$ cat src/rtl/uart_rx.sv
// 8N1 UART receiver with a show-ahead receive FIFO and sticky error flags.
// Define UART_RX_PARITY_EN to build the 8E1 variant with a parity_err output.
module uart_rx #(
   parameter int CLK_FREQ   = 50_000_000,
   parameter int BAUD_RATE  = 115200,
   parameter int FIFO_DEPTH = 8
) (
   input  logic       CLK_IN,
   input  logic       RST,
   input  logic       RX,
   input  logic       rd_en,
   input  logic       clr_err,
   output logic [7:0] rd_data,
   output logic       rx_empty,
   output logic       rx_full,
   output logic       overrun,
   output logic       frame_err
`ifdef UART_RX_PARITY_EN
   ,
   output logic       parity_err
`endif
);

   // state  | meaning
   // IDLE   | waiting for a 1->0 edge on rx_s
   // START  | half-bit wait, then confirm start bit is still low
   // DATA   | sample 8 data bits LSB-first, one per bit period
   // PARITY | sample even-parity bit (parity build only)
   // STOP   | sample stop bit, push byte or raise an error flag

   localparam int BAUD_DIV = CLK_FREQ / BAUD_RATE;
   localparam int CW       = $clog2(BAUD_DIV);
   localparam int AW       = $clog2(FIFO_DEPTH);
   localparam logic [CW-1:0] FULL_RELOAD = CW'(BAUD_DIV - 1);
   localparam logic [CW-1:0] HALF_RELOAD = CW'(BAUD_DIV / 2 - 1);
   localparam logic [AW:0]   DEPTH_C     = (AW + 1)'(FIFO_DEPTH);

   typedef enum logic [2:0] {IDLE, START, DATA, PARITY, STOP} state_t;

   state_t        state;
   logic          rx_meta, rx_s, rx_d;
   logic [CW-1:0] cnt;
   logic [2:0]    bit_idx;
   logic [7:0]    shreg;
`ifdef UART_RX_PARITY_EN
   logic          par_bit;
   logic          set_pe;
`endif

   logic [7:0]    mem [FIFO_DEPTH];
   logic [AW-1:0] wr_ptr, rd_ptr;
   logic [AW:0]   count;

   logic tick, do_pop, do_push, set_ovr, set_fe;

   assign tick     = (cnt == '0);
   assign rd_data  = mem[rd_ptr];
   assign rx_empty = (count == '0);
   assign rx_full  = (count == DEPTH_C);

   // A pop in the same cycle frees a slot, so a full FIFO still accepts the byte.
   always_comb begin
      do_pop  = rd_en && (count != '0);
      do_push = 1'b0;
      set_ovr = 1'b0;
      set_fe  = 1'b0;
`ifdef UART_RX_PARITY_EN
      set_pe  = 1'b0;
`endif
      if (state == STOP && tick) begin
         if (!rx_s)
            set_fe = 1'b1;
`ifdef UART_RX_PARITY_EN
         else if (^{shreg, par_bit})
            set_pe = 1'b1;
`endif
         else if (count == DEPTH_C && !do_pop)
            set_ovr = 1'b1;
         else
            do_push = 1'b1;
      end
   end

   always_ff @(posedge CLK_IN) begin
      if (RST) begin
         state     <= IDLE;
         rx_meta   <= 1'b1;
         rx_s      <= 1'b1;
         rx_d      <= 1'b1;
         cnt       <= '0;
         bit_idx   <= '0;
         shreg     <= '0;
         wr_ptr    <= '0;
         rd_ptr    <= '0;
         count     <= '0;
         overrun   <= 1'b0;
         frame_err <= 1'b0;
`ifdef UART_RX_PARITY_EN
         par_bit    <= 1'b0;
         parity_err <= 1'b0;
`endif
         for (int i = 0; i < FIFO_DEPTH; i++) mem[i] <= '0;
      end else begin
         rx_meta <= RX;
         rx_s    <= rx_meta;
         rx_d    <= rx_s;

         case (state)
            IDLE: begin
               if (rx_d && !rx_s) begin
                  cnt   <= HALF_RELOAD;
                  state <= START;
               end
            end
            START: begin
               if (tick) begin
                  cnt <= FULL_RELOAD;
                  if (!rx_s) begin
                     bit_idx <= '0;
                     state   <= DATA;
                  end else begin
                     state <= IDLE;
                  end
               end else begin
                  cnt <= cnt - 1'b1;
               end
            end
            DATA: begin
               if (tick) begin
                  cnt     <= FULL_RELOAD;
                  shreg   <= {rx_s, shreg[7:1]};
                  bit_idx <= bit_idx + 1'b1;
                  if (bit_idx == 3'd7) begin
`ifdef UART_RX_PARITY_EN
                     state <= PARITY;
`else
                     state <= STOP;
`endif
                  end
               end else begin
                  cnt <= cnt - 1'b1;
               end
            end
            PARITY: begin
               if (tick) begin
                  cnt   <= FULL_RELOAD;
`ifdef UART_RX_PARITY_EN
                  par_bit <= rx_s;
`endif
                  state <= STOP;
               end else begin
                  cnt <= cnt - 1'b1;
               end
            end
            STOP: begin
               if (tick) begin
                  cnt   <= FULL_RELOAD;
                  state <= IDLE;
               end else begin
                  cnt <= cnt - 1'b1;
               end
            end
            default: state <= IDLE;
         endcase

         if (do_push) begin
            mem[wr_ptr] <= shreg;
            wr_ptr      <= wr_ptr + 1'b1;
         end
         if (do_pop)
            rd_ptr <= rd_ptr + 1'b1;
         case ({do_push, do_pop})
            2'b10:   count <= count + 1'b1;
            2'b01:   count <= count - 1'b1;
            default: count <= count;
         endcase

         // A set event in the same cycle as clr_err keeps the flag set.
         if (set_ovr)      overrun <= 1'b1;
         else if (clr_err) overrun <= 1'b0;
         if (set_fe)       frame_err <= 1'b1;
         else if (clr_err) frame_err <= 1'b0;
`ifdef UART_RX_PARITY_EN
         if (set_pe)       parity_err <= 1'b1;
         else if (clr_err) parity_err <= 1'b0;
`endif
      end
   end

endmodule
$ cat config.mk
export PLATFORM = sky130hd
export DESIGN_NAME = uart_rx
export DESIGN_NICKNAME = d
export VERILOG_FILES = /design/src/rtl/uart_rx.sv
export SDC_FILE = /design/constraint.sdc
export NUM_CORES = 1
export LEC_CHECK = 0
export ABC_AREA = 1
export BUFFER_PORTS_ARGS = -buffer_cell sky130_fd_sc_hd__buf_2
export CAP_MARGIN = 10
export CORE_ASPECT_RATIO = 0.7
export CORE_MARGIN = 1
export CORE_UTILIZATION = 60
export CTS_CLUSTER_DIAMETER = 150
export DETAILED_ROUTE_END_ITERATION = 7
export PLACE_DENSITY = 0.82
export SKIP_LAST_GASP = 1
export SYNTH_ARGS = -nofsm -noshare
export SYNTH_HDL_FRONTEND = slang
export SYNTH_SLANG_ARGS = --single-unit
export TNS_END_PERCENT = 1
$ cat constraint.sdc
create_clock -name CLK_IN -period 3.2 [get_ports CLK_IN]
set_input_delay 0 -clock CLK_IN [delete_from_list [all_inputs] [get_ports CLK_IN]]
set_output_delay 0 -clock CLK_IN [all_outputs]
set_load 0.05 [all_outputs]
# == Word-level counts from Yosys, hierarchy flattened ==
# Memory sizes are Yosys's and may differ from the RTL's. A register that Yosys moved wholly into a read port is not among the register bits.
# Index checks and enable logic that the tools add are counted.
# totals
out_inout_bits,12
regBits,38
mem_bits_rw,64
mem_count,1
elab_cells,92
# mem_list
memory,words,width,rd,rd_clocked_by_memory_dff,write_ports,line,rtl
mem,8,8,1,1,8,50,logic [7:0] mem [FIFO_DEPTH];
# classes
n_eq_ne,15
n_mux,37
n_addsub,6
n_reduce_logical,21
# op_table
cell,n
two-way mux 3 bit,12
two-way mux 9 bit,2
case mux 9 bit (2 select lines),1
two-way mux 1 bit,17
case mux 3 bit (5 select lines),1
inequality test 2 bit (second input constant),7
nonzero test 2 bit,5
adder 3 x 1 -> 3 bit (second input constant),3
zero test 9 bit,1
subtractor 9 x 1 -> 9 bit (second input constant),1
two-way mux 8 bit,1
case mux 4 bit (2 select lines),1
OR reduction 8 bit,1
== test 3 x 2 -> 1 bit (second input constant),2
== test 3 bit (second input constant),2
case mux 3 bit (2 select lines),1
AND reduction 6 bit,1
adder 4 x 1 -> 4 bit (second input constant),1
== test 4 bit (second input constant),1
logical AND 1 bit,4
zero test 4 bit,1
AND reduction 2 bit,2
AND reduction 4 bit,1
nonzero test 4 bit,1
other kinds (8),9

# == Depth between registers and ports, before layout ==
# Gate-level depths: netlist of the first run.
# logic_depth
depth_word,12
mapped_depth,18
ltp_nobuf,17

# == Worst setup path before layout of the first run ==
# No wires, ideal clock.
# synth_path
kind,register to register
start,register cnt[0]
end,register count[2]
synth_period_minus_slack_ps,2356
path_stages_with_launch,16
slack_ps,844
required_ps,3085
t_arrival_ps,2240
path_cell_list,dfxtp_1 > inv_1 > ha_1 > nand2_2 > nor2_4 > nand4_4 > nor2_4 > buf_12 > nand2_1 > ha_1 > xor2_1 > ha_1 > a21oi_1 > xnor2_1 > o21ai_0 > inv_1
# synth_between
elab_chain_cells,5
word_cells_on_any_way,7
cone_classes,eq/ne: 2; mux: 2; reduce/logical: 3
# synth_lines
item,line,rtl
start: declaration,42,logic [CW-1:0] cnt;
start signal: assignment,125,cnt <= cnt - 1'b1;
start signal: assignment,141,cnt <= cnt - 1'b1;
start signal: assignment,152,cnt <= cnt - 1'b1;
zero test 9 bit *,56,assign tick = (cnt == '0);
logical AND 1 bit *,70,if (state == STOP && tick) begin
two-way mux 1 bit *,70,
== test 2 x 1 -> 1 bit or == test 2 bit (tied branches),172,"case ({do_push, do_pop})"
case mux 4 bit (2 select lines) or nonzero test 2 bit (tied branches),n/a,
end signal: assignment,173,2'b10: count <= count + 1'b1;
end signal: assignment,174,2'b01: count <= count - 1'b1;
end signal: assignment,175,default: count <= count;
end: declaration,52,logic [AW:0] count;
# Every way passes the cells marked *; elsewhere a longest branch is shown, timed or not.
# A chain may end at the register's enable or synchronous reset.

# == Worst setup path in the final report of the first run ==
# layout_path
start,register count[0]
end,register count[2]
# layout_between
elab_chain_cells,9
word_cells_on_any_way,14
cone_classes,add/sub: 2; eq/ne: 3; mux: 4; reduce/logical: 5
# layout_lines
item,line,rtl
nonzero test 4 bit,63,do_pop = rd_en && (count != '0);
logical AND 1 bit,63,
zero test 1 bit,77,else if (count == DEPTH_C && !do_pop)
logical AND 1 bit,77,
two-way mux 1 bit,77,
two-way mux 1 bit,71,if (!rx_s)
two-way mux 1 bit,70,
== test 2 x 1 -> 1 bit or == test 2 bit (tied branches),172,
case mux 4 bit (2 select lines) or nonzero test 2 bit (tied branches),n/a,
# Several ways; a longest one is shown, not always the timed one.

==> key figures, run 1 <==
Run status
  – Run status: complete, no violations

Routing
  – Vias/cell: 5.872
  – Detail Route Antenna Nets: 0
  – Total Wirelength: 10510 um
  – DRC: 0
  – Vias: 3846
  – Iter 0 DRT Violations: 600
  – Wire length per cell: 16.04 um
  – DRT Pass-1 Iters: 5

Power and ir drop
  – Sw Ratio: 0.4061
  – Pint: 2.762 mW
  – Comb power frac: 0.375
  – Sw power: 1.889 mW
  – Pwr dens: 863.7 nW/um2
  – Total power: 4.651 mW
  – Maximum vdd drop: 0.8328 mV
  – Reg power frac: 0.374
  – Leak: 2.107 nW
  – Clock share of power: 0.251

Synth
  – Yosys Warn Count: 0
  – Largest family of logic cells by synthesized area: simple AND/OR/NAND/NOR gates
  – Synth top area share: 0.3911
  – Synth Area in Compound Gates: 0.09447
  – Syn_nets: 548
  – Number of synthesized register bits: 105
  – Largest area contributor in the netlist: edfxtp_1
  – Syn avg cell area: 9.184 um2
  – Main area contributors after synthesis: edfxtp_1 39%, dfxtp_1 17%, nor2_1 11%
  – Post-Synthesis Cells: 535
  – Post-Syn Area: 4913 um2
  – Post-Synth Adder-Cell Area: 0.02037
  – Post-Synth XOR/XNOR Area: 0.01426
  – Seq/Total Area, Yosys: 0.5582
  – Yosys cell types: 32
  – Mux contribution to synthesized area: 0
  – Simple-Gate Fraction of Synth Area: 0.2567

Cells and area
  – Share of layout cells above drive strength 1: 0.1011
  – Area growth from synthesis to layout: 9.600%
  – Non-filler cells, final: 655
  – Final Cell Area: 5385 um2
  – ANT cells: 0
  – Final Util: 0.6812
  – Fin nets: 562

Floorplan
  – Core area: 7905 um2
  – Die width: 110.2 um
  – Die area: 8561 um2
  – Die Ht: 77.71 um
  – Initial Util: 0.6216
  – Top-Level Pins: 17
  – Row cnt: 27

Critical path
  – Startpoint Class: flip-flop
  – Reg-to-reg slack, setup: 0.74 ns
  – Worst r2r path cells: 12
  – WP data required: 3.45 ns
  – Critical path fanouts, max: 13
  – Setup CP Type: reg2reg
  – Worst r2r src: count[0]$_SDFFE_PP0P_
  – Crit path DAT: 2.71 ns
  – Crit end category: flip-flop
  – R2R Path End: count[2]$_SDFFE_PP0P_

Placed design
  – Dpl cells: 637
  – Post-DP Area: 5047 um2
  – DP HPWL: 7128 um
  – IO buf count: 16
  – Routability cong.: 0.8519
  – Pre-CTS setup slack: 0.7687 ns

Timing
  – TNS Setup: 0 ns
  – Setup Skew: 0.009227 ns
  – Setup ws final: 0.7355 ns
  – Max-slew violation count: 0
  – RSZ-0062 raised after global routing: false
  – Slew HR: 0.3522
  – Final Cycle Share: 0.7702
  – Final setup fails: 0
  – Worst hold margin: 0.07731 ns
  – Final Hold Fails: 0
  – Maximum clock rate: 405.8 MHz
  – Worst slew pin tran: 0.9703 ns
  – Crit path time final: 2.465 ns

Job
  – Max-Cap Viols: 0

CTS
  – Setup Buffers After CTS: 0
  – Clock buffer depth: 2
  – Post-cts repair resize count: 0
  – Skew-Pair Late Insertion Delay: 0.35 ns
  – CTS tree: yes
  – Number of clock sinks: 105
  – Hold-fix buffers, CTS: 2
  – Root buffer cell: clkbuf_16
  – TritonCTS Buffers: 9
  – CTS H-tree depth: 3
  – Clock slew at reported path FFs: 0.07 ns

Global routing
  – Number of global-route vias before repair: 3502
  – Initial antenna violation count: 0
  – First-pass GRT wire length: 17050 um
  – Largest net degree at the start of global routing: 33
  – Total GRT Usage: 0.2673
  – Global route overflow: 0

Min path
  – Hold path depth: 2
  – Class of the worst hold path: in2reg
  – Startpoint of the worst hold path: RST
  – Hold Path Sink: bit_idx[2]$_SDFFE_PP0P_
[logic make-up (layout without fill, tap and decap cells)]
logic type                 after synthesis  count (layout)
AOI/OAI and AO/OA                       80              80
buffers and inverters                   66              85
and+or+nand+nor                        268             268
xor gates and xnor gates                 8               8
DFF                                    105             105
adders and majority gates                8               8
[power groups by stage]
| stage | logic (mW) | registers [mW] | clock network, mW |
|---|---|---|---|
| 2_1_floorplan | 1.38 | 1.70 | 0 |
| 3_3_place_gp | 1.68 | 1.76 | 0 |
| 3_5_place_dp | 1.71 | 1.76 | 0 |
| 4_1_cts | 1.72 | 1.73 | 1.18 |
| 5_1_grt | 1.92 | 1.76 | 1.22 |
| 6_report | 1.74 | 1.74 | 1.17 |
[layer usage]
layer / part of all wire / track usage
met4: 0.019 / 0.07632
met5: 0 / 0
met2: 0.46 / 0.4188
met1: 0.41 / 0.3589
met3: 0.10 / 0.08151
[state kept, by name, summed over array words and instances, names as in the netlist, named ones only]
signal and count:
frame_err 1, rd_ptr 3, overrun 1, count 4, rx_s 1, bit_idx 3
wr_ptr 3, rx_meta 1, mem 64, cnt 9, state 3, shreg 8
rx_d 1
[synthesized netlist by cell type (all sizes together)]
master and number:
edfxtp 64, xor2 7, o31ai 1, dfxtp 41, or2 3, nand3 18, a31oi 1, nand4 16
a21oi 25, buf 6, clkbuf 12, xnor2 1, ha 8, nor4 1, o21ai 37, o32ai 16
nor2 145, and3 1, inv 40, clkinv 8, nand2 84
[worst max-delay path, cell delays in order (launching register included)]
cell and delay [ns]:
dfxtp_1 0.44, nor2_1 0.11, nand4_1 0.12, nand2_1 0.08
inv_2 0.33, nand2_1 0.19, ha_1 0.27, xor2_1 0.19
ha_1 0.20, a21oi_1 0.16, xnor2_1 0.09, o21ai_0 0.14
inv_1 0.05
[layout make-up]
class | instances | area, um2
clock inverters | 6 | 88.84
repair buffers | 21 | 122.6
flip-flops and latches | 105 | 2743
fillers | 583 | 2520
multi-input cells | 364 | 1896
inverters | 48 | 180.2
clock buffers | 10 | 229.0
well taps | 101 | 126.4
[cells in the final DEF, fill, tap and decap left out, drive strengths merged]
cell and instances:
nor2 145, nand2 84, edfxtp 64, inv 42, dfxtp 41, o21ai 37
a21oi 25, buf 19, nand3 18, o32ai 16, nand4 16, clkbuf 10
clkinv 9, ha 8, xor2 7, or2 3, bufinv 2, dlygate4sd3 2
nor4 1, xnor2 1, and3 1, o31ai 1, a31oi 1, clkinvlp 1
[worst max-delay path by stage]
| stage | startpoint | to | slack, ns |
|---|---|---|---|
| global route | count[0]$_SDFFE_PP0P_ | count[2]$_SDFFE_PP0P_ | 0.48 |
| CTS | count[0]$_SDFFE_PP0P_ | count[2]$_SDFFE_PP0P_ | 0.74 |
| floorplan | cnt[0]$_SDFFE_PP0P_ | count[2]$_SDFFE_PP0P_ | 0.84 |
| global placement | cnt[0]$_SDFFE_PP0P_ | count[2]$_SDFFE_PP0P_ | 0.91 |
| finish | count[0]$_SDFFE_PP0P_ | count[2]$_SDFFE_PP0P_ | 0.74 |
| detailed placement | count[0]$_SDFFE_PP0P_ | count[2]$_SDFFE_PP0P_ | 0.77 |
(Power assumes the default switching activity.)
==> run 2, diff against run 1 <==
clock period = 2.5 ns   (was 3.2 ns; I/O delays follow)
==> run 2 against run 1 <==
Via count grew 2.5%. Total power grew 29%. Highest routed layer unchanged. Register-to-register slack worse by 0.53 ns. Sequential share of layout area is 0.48 points lower. Non-clock buffer count is 8 higher.
==> key figures, run 2 (synthesis gave the netlist of run 1 again) <==
Run status
  – Run status: complete, no violations

Global routing
  – Initial antenna violation count: 0 (unchanged)
  – First-pass GRT wire length: 18260 um (+7.1%)
  – Total GRT Usage: 0.2931 (+0.02584)
  – Number of global-route vias before repair: 3647 (+4.1%)
  – Global route overflow: 0 (unchanged)
  – Largest net degree at the start of global routing: 33 (unchanged)

Timing
  – Setup Skew: 0.01137 ns (+0.002141 ns)
  – Maximum clock rate: 426.9 MHz
  – Final Hold Fails: 0 (unchanged)
  – Slew HR: 0.3241 (-0.02817)
  – TNS Setup: 0 ns (unchanged)
  – Final Cycle Share: 0.9369
  – Max-slew violation count: 0 (unchanged)
  – Worst slew pin tran: 1.013 ns (+0.04220 ns)
  – Crit path time final: 2.342 ns
  – Final setup fails: 0 (unchanged)
  – RSZ-0062 raised after global routing: false

Routing
  – Vias/cell: 5.944 (+1.2%)
  – Detail Route Antenna Nets: 0 (unchanged)
  – Wire length per cell: 17.23 um (+7.4%)
  – Iter 0 DRT Violations: 564 (-6.0%)
  – Total Wirelength: 11420 um (+8.7%)
  – DRC: 0 (unchanged)
  – DRT Pass-1 Iters: 8 (+3)
  – Vias: 3941 (+2.5%)

Cells and area
  – Biggest regs: mem x64, cnt x9, shreg x8
  – Largest Register: mem
  – Area growth from synthesis to layout: 10.64%
  – Share of layout cells above drive strength 1: 0.1246 (+0.02347)
  – ANT cells: 0 (unchanged)
  – Final Util: 0.6877 (+0.006490)
  – Leading cell type in the layout, fill and taps excluded: nor2_1
  – Most frequent cells in the layout: 138 x nor2_1, 82 x nand2_1, 64 x edfxtp_1, 41 x dfxtp_1, 37 x inv_1
  – Fin nets: 570 (+1.4%)
  – Max FFs per register: 64 (unchanged)

Floorplan
  – Top-Level Pins: 17 (unchanged)
  – Initial Util: 0.6216 (unchanged)
  – Core area: 7905 um2 (unchanged)
  – Die area: 8561 um2 (unchanged)
  – Row cnt: 27 (unchanged)
  – Die width: 110.2 um (unchanged)
  – Die Ht: 77.71 um (unchanged)

Critical path
  – Crit path DAT: 2.34 ns (-0.37 ns)
  – Crit end category: primary output
  – WP data required: 2.50 ns (-0.95 ns)
  – Critical path fanouts, max: 32 (+19)
  – Startpoint Class: flip-flop
  – Setup CP Type: reg2out
  – Reg-to-reg slack, setup: 0.21 ns (-0.53 ns)

Power and ir drop
  – Sw Ratio: 0.4166 (+0.01047)
  – Leak: 2.142 nW (+1.7%)
  – Total power: 6.018 mW (+29%)
  – Sw power: 2.507 mW (+33%)
  – Reg power frac: 0.374 (about the same)
  – Comb power frac: 0.394 (+0.019)
  – Pint: 3.511 mW (+27%)
  – Pwr dens: 1107 nW/um2 (+28%)
  – Maximum vdd drop: 0.8572 mV (+2.9%)
  – Clock share of power: 0.232 (-0.019)

CTS
  – Clock slew at reported path FFs: 0.06 ns (about the same)
  – CTS H-tree depth: 3 (unchanged)
  – Skew-Pair Late Insertion Delay: 0.36 ns (about the same)
  – Clock buffer depth: 2 (unchanged)
  – Root buffer cell: clkbuf_16
  – TritonCTS Buffers: 9 (unchanged)
  – Number of clock sinks: 105 (unchanged)
  – CTS tree: yes

Min path
  – Class of the worst hold path: in2reg

Placed design
  – Routability cong.: 0.8684 (+1.9%)
  – IO buf count: 16 (unchanged)
  – DP HPWL: 7669 um (+7.6%)

Job
  – Max-Cap Viols: 0 (unchanged)
## run 2: repair_timing
item / CTS / global route
buffers inserted: 0 / 4
hold buffers: 2 / 0
hold endpoints to repair: 3 / 0
endpoints found under the setup margin: 0 / 3
resized for setup: 0 / 4
## run 2: critical path, cell delays in order, from the launching register on
cell,delay [ns]
dfxtp_1,0.99
o21ai_0,0.28
o32ai_1,0.28
nand2_1,0.09
nand2_1,0.08
buf_2,0.26
## run 2: final timing paths
path | start | to | cells after the start
max reg2reg | cnt[0]$_SDFFE_PP0P_ | count[2]$_SDFFE_PP0P_ | 14
min | rd_en | rd_ptr[1]$_SDFFE_PP0P_ | 4
min reg2reg | rx_meta$_SDFF_PP1_ | rx_s$_SDFF_PP1_ | 1
max | flip-flop | rd_data[5] | 5
## run 2: metrics by stage
stage	cell area, um2	cells	hold WS [ns]	setup WS (ns)
2_1_floorplan	4913	535	0.1038	0.1442
3_3_place_gp	5077	641	0.1841	0.2291
3_5_place_dp	5077	641	0.1840	0.1488
4_1_cts	5394	659	0.04153	0.1128
5_1_grt	5436	663	0.07527	0.001355
6_report	5436	663	0.04290	0.1577
## run 2: area by class of cell
type	count	area, um2
sequential	105	2743
fill	597	2469
multi-input combinational	364	1908
clock buffer	11	264.0
timing repair buffer	29	182.7
inverter	48	180.2
tap	101	126.4
clock inverter	5	32.53
## run 2: routing by layer
layer | part of all wire | track usage | up-vias | wire length (um)
met5 | 0 | 0 | - | 0
met4 | 0.014 | 0.07105 | 0 | 165
met3 | 0.099 | 0.09076 | 24 | 1132
met2 | 0.46 | 0.4556 | 214 | 5310
met1 | 0.42 | 0.4019 | 1857 | 4815
li1 | - | - | 1846 | -
## run 2: power by group through the flow
stage	combinational (mW)	sequential (mW)	clock [mW]
final	2.37	2.25	1.40
after detailed placement	2.18	2.28	0
after global placement	2.13	2.26	0
after floorplan	1.76	2.17	0
after CTS	2.22	2.24	1.40
after global routing	2.58	2.28	1.46
==> run 3, diff against run 2 <==
GPL_TIMING_DRIVEN = 0   (was not set)
==> run 3 against run 2 <==
Combinational power increased by 3%. Clock skew is essentially flat. Final cell count rose by 1.5%. Flip-flop and latch count is the same. Critical path depth increased by 5. Clock-buffer cell count unchanged. Via count is 1.1% higher. Critical endpoint is now mem[4][2]$_SDFFCE_PN0P_.
==> key figures, run 3 (synthesis gave the netlist of run 1 again) <==
Min path
  – Startpoint of the worst hold path: RST
  – Hold path depth: 2 (-2)
  – Hold Path Sink: cnt[4]$_SDFFE_PP0P_
  – Class of the worst hold path: in2reg

Cells and area
  – Storage element area: 2743 um2 (unchanged)
  – ANT cells: 0 (unchanged)
  – Leading cell type in the layout, fill and taps excluded: nor2_1
  – Share of layout cells above drive strength 1: 0.1154 (-0.009171)
  – Largest Register: mem
  – Area of the multi-input gates: 1914 um2 (+0.33%)
  – Most frequent cells in the layout: 138 x nor2_1, 81 x nand2_1, 64 x edfxtp_1, 41 x dfxtp_1, 37 x inv_1
  – Non-filler cells, final: 673 (+1.5%)
  – Biggest regs: mem x64, cnt x9, shreg x8
  – Fin nets: 580 (+1.8%)
  – Area growth from synthesis to layout: 11.87%
  – Final Util: 0.6953 (+0.007597)
  – Fillers: 574 (-3.9%)
  – Final Cell Area: 5497 um2 (+1.1%)
  – Max FFs per register: 64 (unchanged)

Routing
  – Met3 wire length: 992 um (-12%)
  – Detail Route Antenna Nets: 0 (unchanged)
  – Total Wirelength: 11570 um (+1.3%)
  – WL met1: 4780 um (-0.73%)
  – Met2 wirelength from detailed routing: 5579 um (+5.1%)
  – DRC: 0 (unchanged)
  – DRT Pass-1 Iters: 5 (-3)
  – Wire length per cell: 17.19 um (-0.24%)
  – Vias: 3984 (+1.1%)
  – Iter 0 DRT Violations: 498 (-12%)
  – Highest routed layer: met4
  – Vias/cell: 5.920 (-0.41%)

Power and ir drop
  – Total power: 6.102 mW (+1.4%)
  – Leak: 2.143 nW (about the same)
  – Maximum vdd drop: 0.5963 mV (-30%)
  – Pwr dens: 1110 nW/um2 (+0.29%)

Critical path
  – Startpoint Class: flip-flop
  – Setup CP Type: reg2reg
  – R2R Path End: mem[4][2]$_SDFFCE_PN0P_
  – Reg-to-reg slack, setup: 0.09 ns (-0.12 ns)
  – Crit path DAT: 2.40 ns (+0.06 ns)
  – WP data required: 2.49 ns (about the same)
  – Worst r2r src: cnt[0]$_SDFFE_PP0P_
  – Critical path fanouts, max: 9 (-72%)
  – Crit end category: flip-flop
  – Worst r2r path cells: 10 (-4)

CTS
  – TritonCTS Buffers: 9 (unchanged)
  – Clock slew at reported path FFs: 0.07 ns (about the same)
  – CTS tree: yes
  – Clock buffer depth: 2 (unchanged)
  – CTS H-tree depth: 3 (unchanged)
  – Skew-Pair Late Insertion Delay: 0.34 ns (-0.02 ns)
  – Number of clock sinks: 105 (unchanged)
  – Root buffer cell: clkbuf_16

Timing
  – Final setup fails: 0 (unchanged)
  – Crit path time final: 2.412 ns (+0.06969 ns)
  – Setup Skew: 0.01145 ns (+0.00008130 ns)
  – Worst hold margin: 0.02830 ns (-0.01460 ns)
  – Worst slew pin tran: 0.5785 ns (-0.4340 ns)
  – Slew HR: 0.6143 (+0.2903)
  – Maximum clock rate: 414.6 MHz (-2.9%)
  – Final Cycle Share: 0.9648 (+0.02787)
  – TNS Setup: 0 ns (unchanged)
  – Final Hold Fails: 0 (unchanged)
  – Setup ws final: 0.08803 ns (-0.06969 ns)
  – RSZ-0062 raised after global routing: true
  – Max-slew violation count: 0 (unchanged)

Global routing
  – Number of global-route vias before repair: 3769 (+3.3%)
  – Largest net degree at the start of global routing: 17 (-48%)
  – Total GRT Usage: 0.2861 (-0.007023)
  – Global route overflow: 0 (unchanged)
  – Initial antenna violation count: 0 (unchanged)
  – First-pass GRT wire length: 18020 um (-1.4%)

Floorplan
  – Die area: 8561 um2 (unchanged)
  – Initial Util: 0.6216 (unchanged)
  – Top-Level Pins: 17 (unchanged)
  – Core area: 7905 um2 (unchanged)
  – Die width: 110.2 um (unchanged)
  – Row cnt: 27 (unchanged)
  – Die Ht: 77.71 um (unchanged)

Placed design
  – DP HPWL: 8082 um (+5.4%)
  – Post-DP Area: 5115 um2 (+0.74%)
  – IO buf count: 15 (-1)
  – Dpl cells: 651 (+1.6%)
  – Routability cong.: 0.9235 (+6.3%)
  – Pre-CTS setup slack: -0.1671 ns (-0.3159 ns)

Job
  – Max-Cap Viols: 0 (unchanged)

Run status
  – Run status: complete, no violations
[run 3: what timing repair did]
item	CTS	global route
pin swaps	2	1
hold buffers	2	0
hold endpoints to repair	3	0
resized for setup	3	3
endpoints found under the setup margin	3	52
setup buffers	4	0
[run 3: critical path, stage by stage, from the launching register on]
cell	delay, ns
dfxtp_1	0.33
inv_2	0.08
ha_2	0.21
nand2_2	0.07
nor2_4	0.14
nand4_4	0.12
nor2_4	0.15
buf_12	0.11
buf_4	0.23
nand4_4	0.21
nand2_1	0.39
[run 3: worst max-delay path by stage]
stage / start / to / slack [ns] / cells past startpoint
final: cnt[0]$_SDFFE_PP0P_ / mem[4][2]$_SDFFCE_PN0P_ / 0.09 / 10
after global routing: cnt[0]$_SDFFE_PP0P_ / mem[4][2]$_SDFFCE_PN0P_ / -0.03 / 10
after CTS: cnt[0]$_SDFFE_PP0P_ / count[2]$_SDFFE_PP0P_ / 0.05 / 15
after detailed placement: cnt[0]$_SDFFE_PP0P_ / count[2]$_SDFFE_PP0P_ / -0.17 / 15
after global placement: cnt[0]$_SDFFE_PP0P_ / count[2]$_SDFFE_PP0P_ / -0.09 / 15
after floorplan: cnt[0]$_SDFFE_PP0P_ / count[2]$_SDFFE_PP0P_ / 0.14 / 15
[run 3: area by class of cell]
| type | count | area share |
|---|---|---|
| plain buffers | 18 | 0.01730 |
| clock buffers | 11 | 0.04234 |
| clock inverters | 5 | 0.01457 |
| inverters | 48 | 0.03278 |
| multi-input cells | 364 | 0.3483 |
| flip-flops and latches | 105 | 0.4990 |
| well taps | 101 | 0.02299 |
| repair buffers | 21 | 0.02276 |
[run 3: power by group]
| part | total, mW | internal [mW] | switching (mW) |
|---|---|---|---|
| clock | 1.49 | 0.877 | 0.613 |
| sequential | 2.18 | 2.02 | 0.168 |
| combinational | 2.43 | 0.703 | 1.72 |
[run 3: routing by layer]
layer	track usage	vias up
li1	-	1860
met1	0.3762	1898
met2	0.4525	199
met3	0.08067	27
met4	0.1013	0
met5	0	-
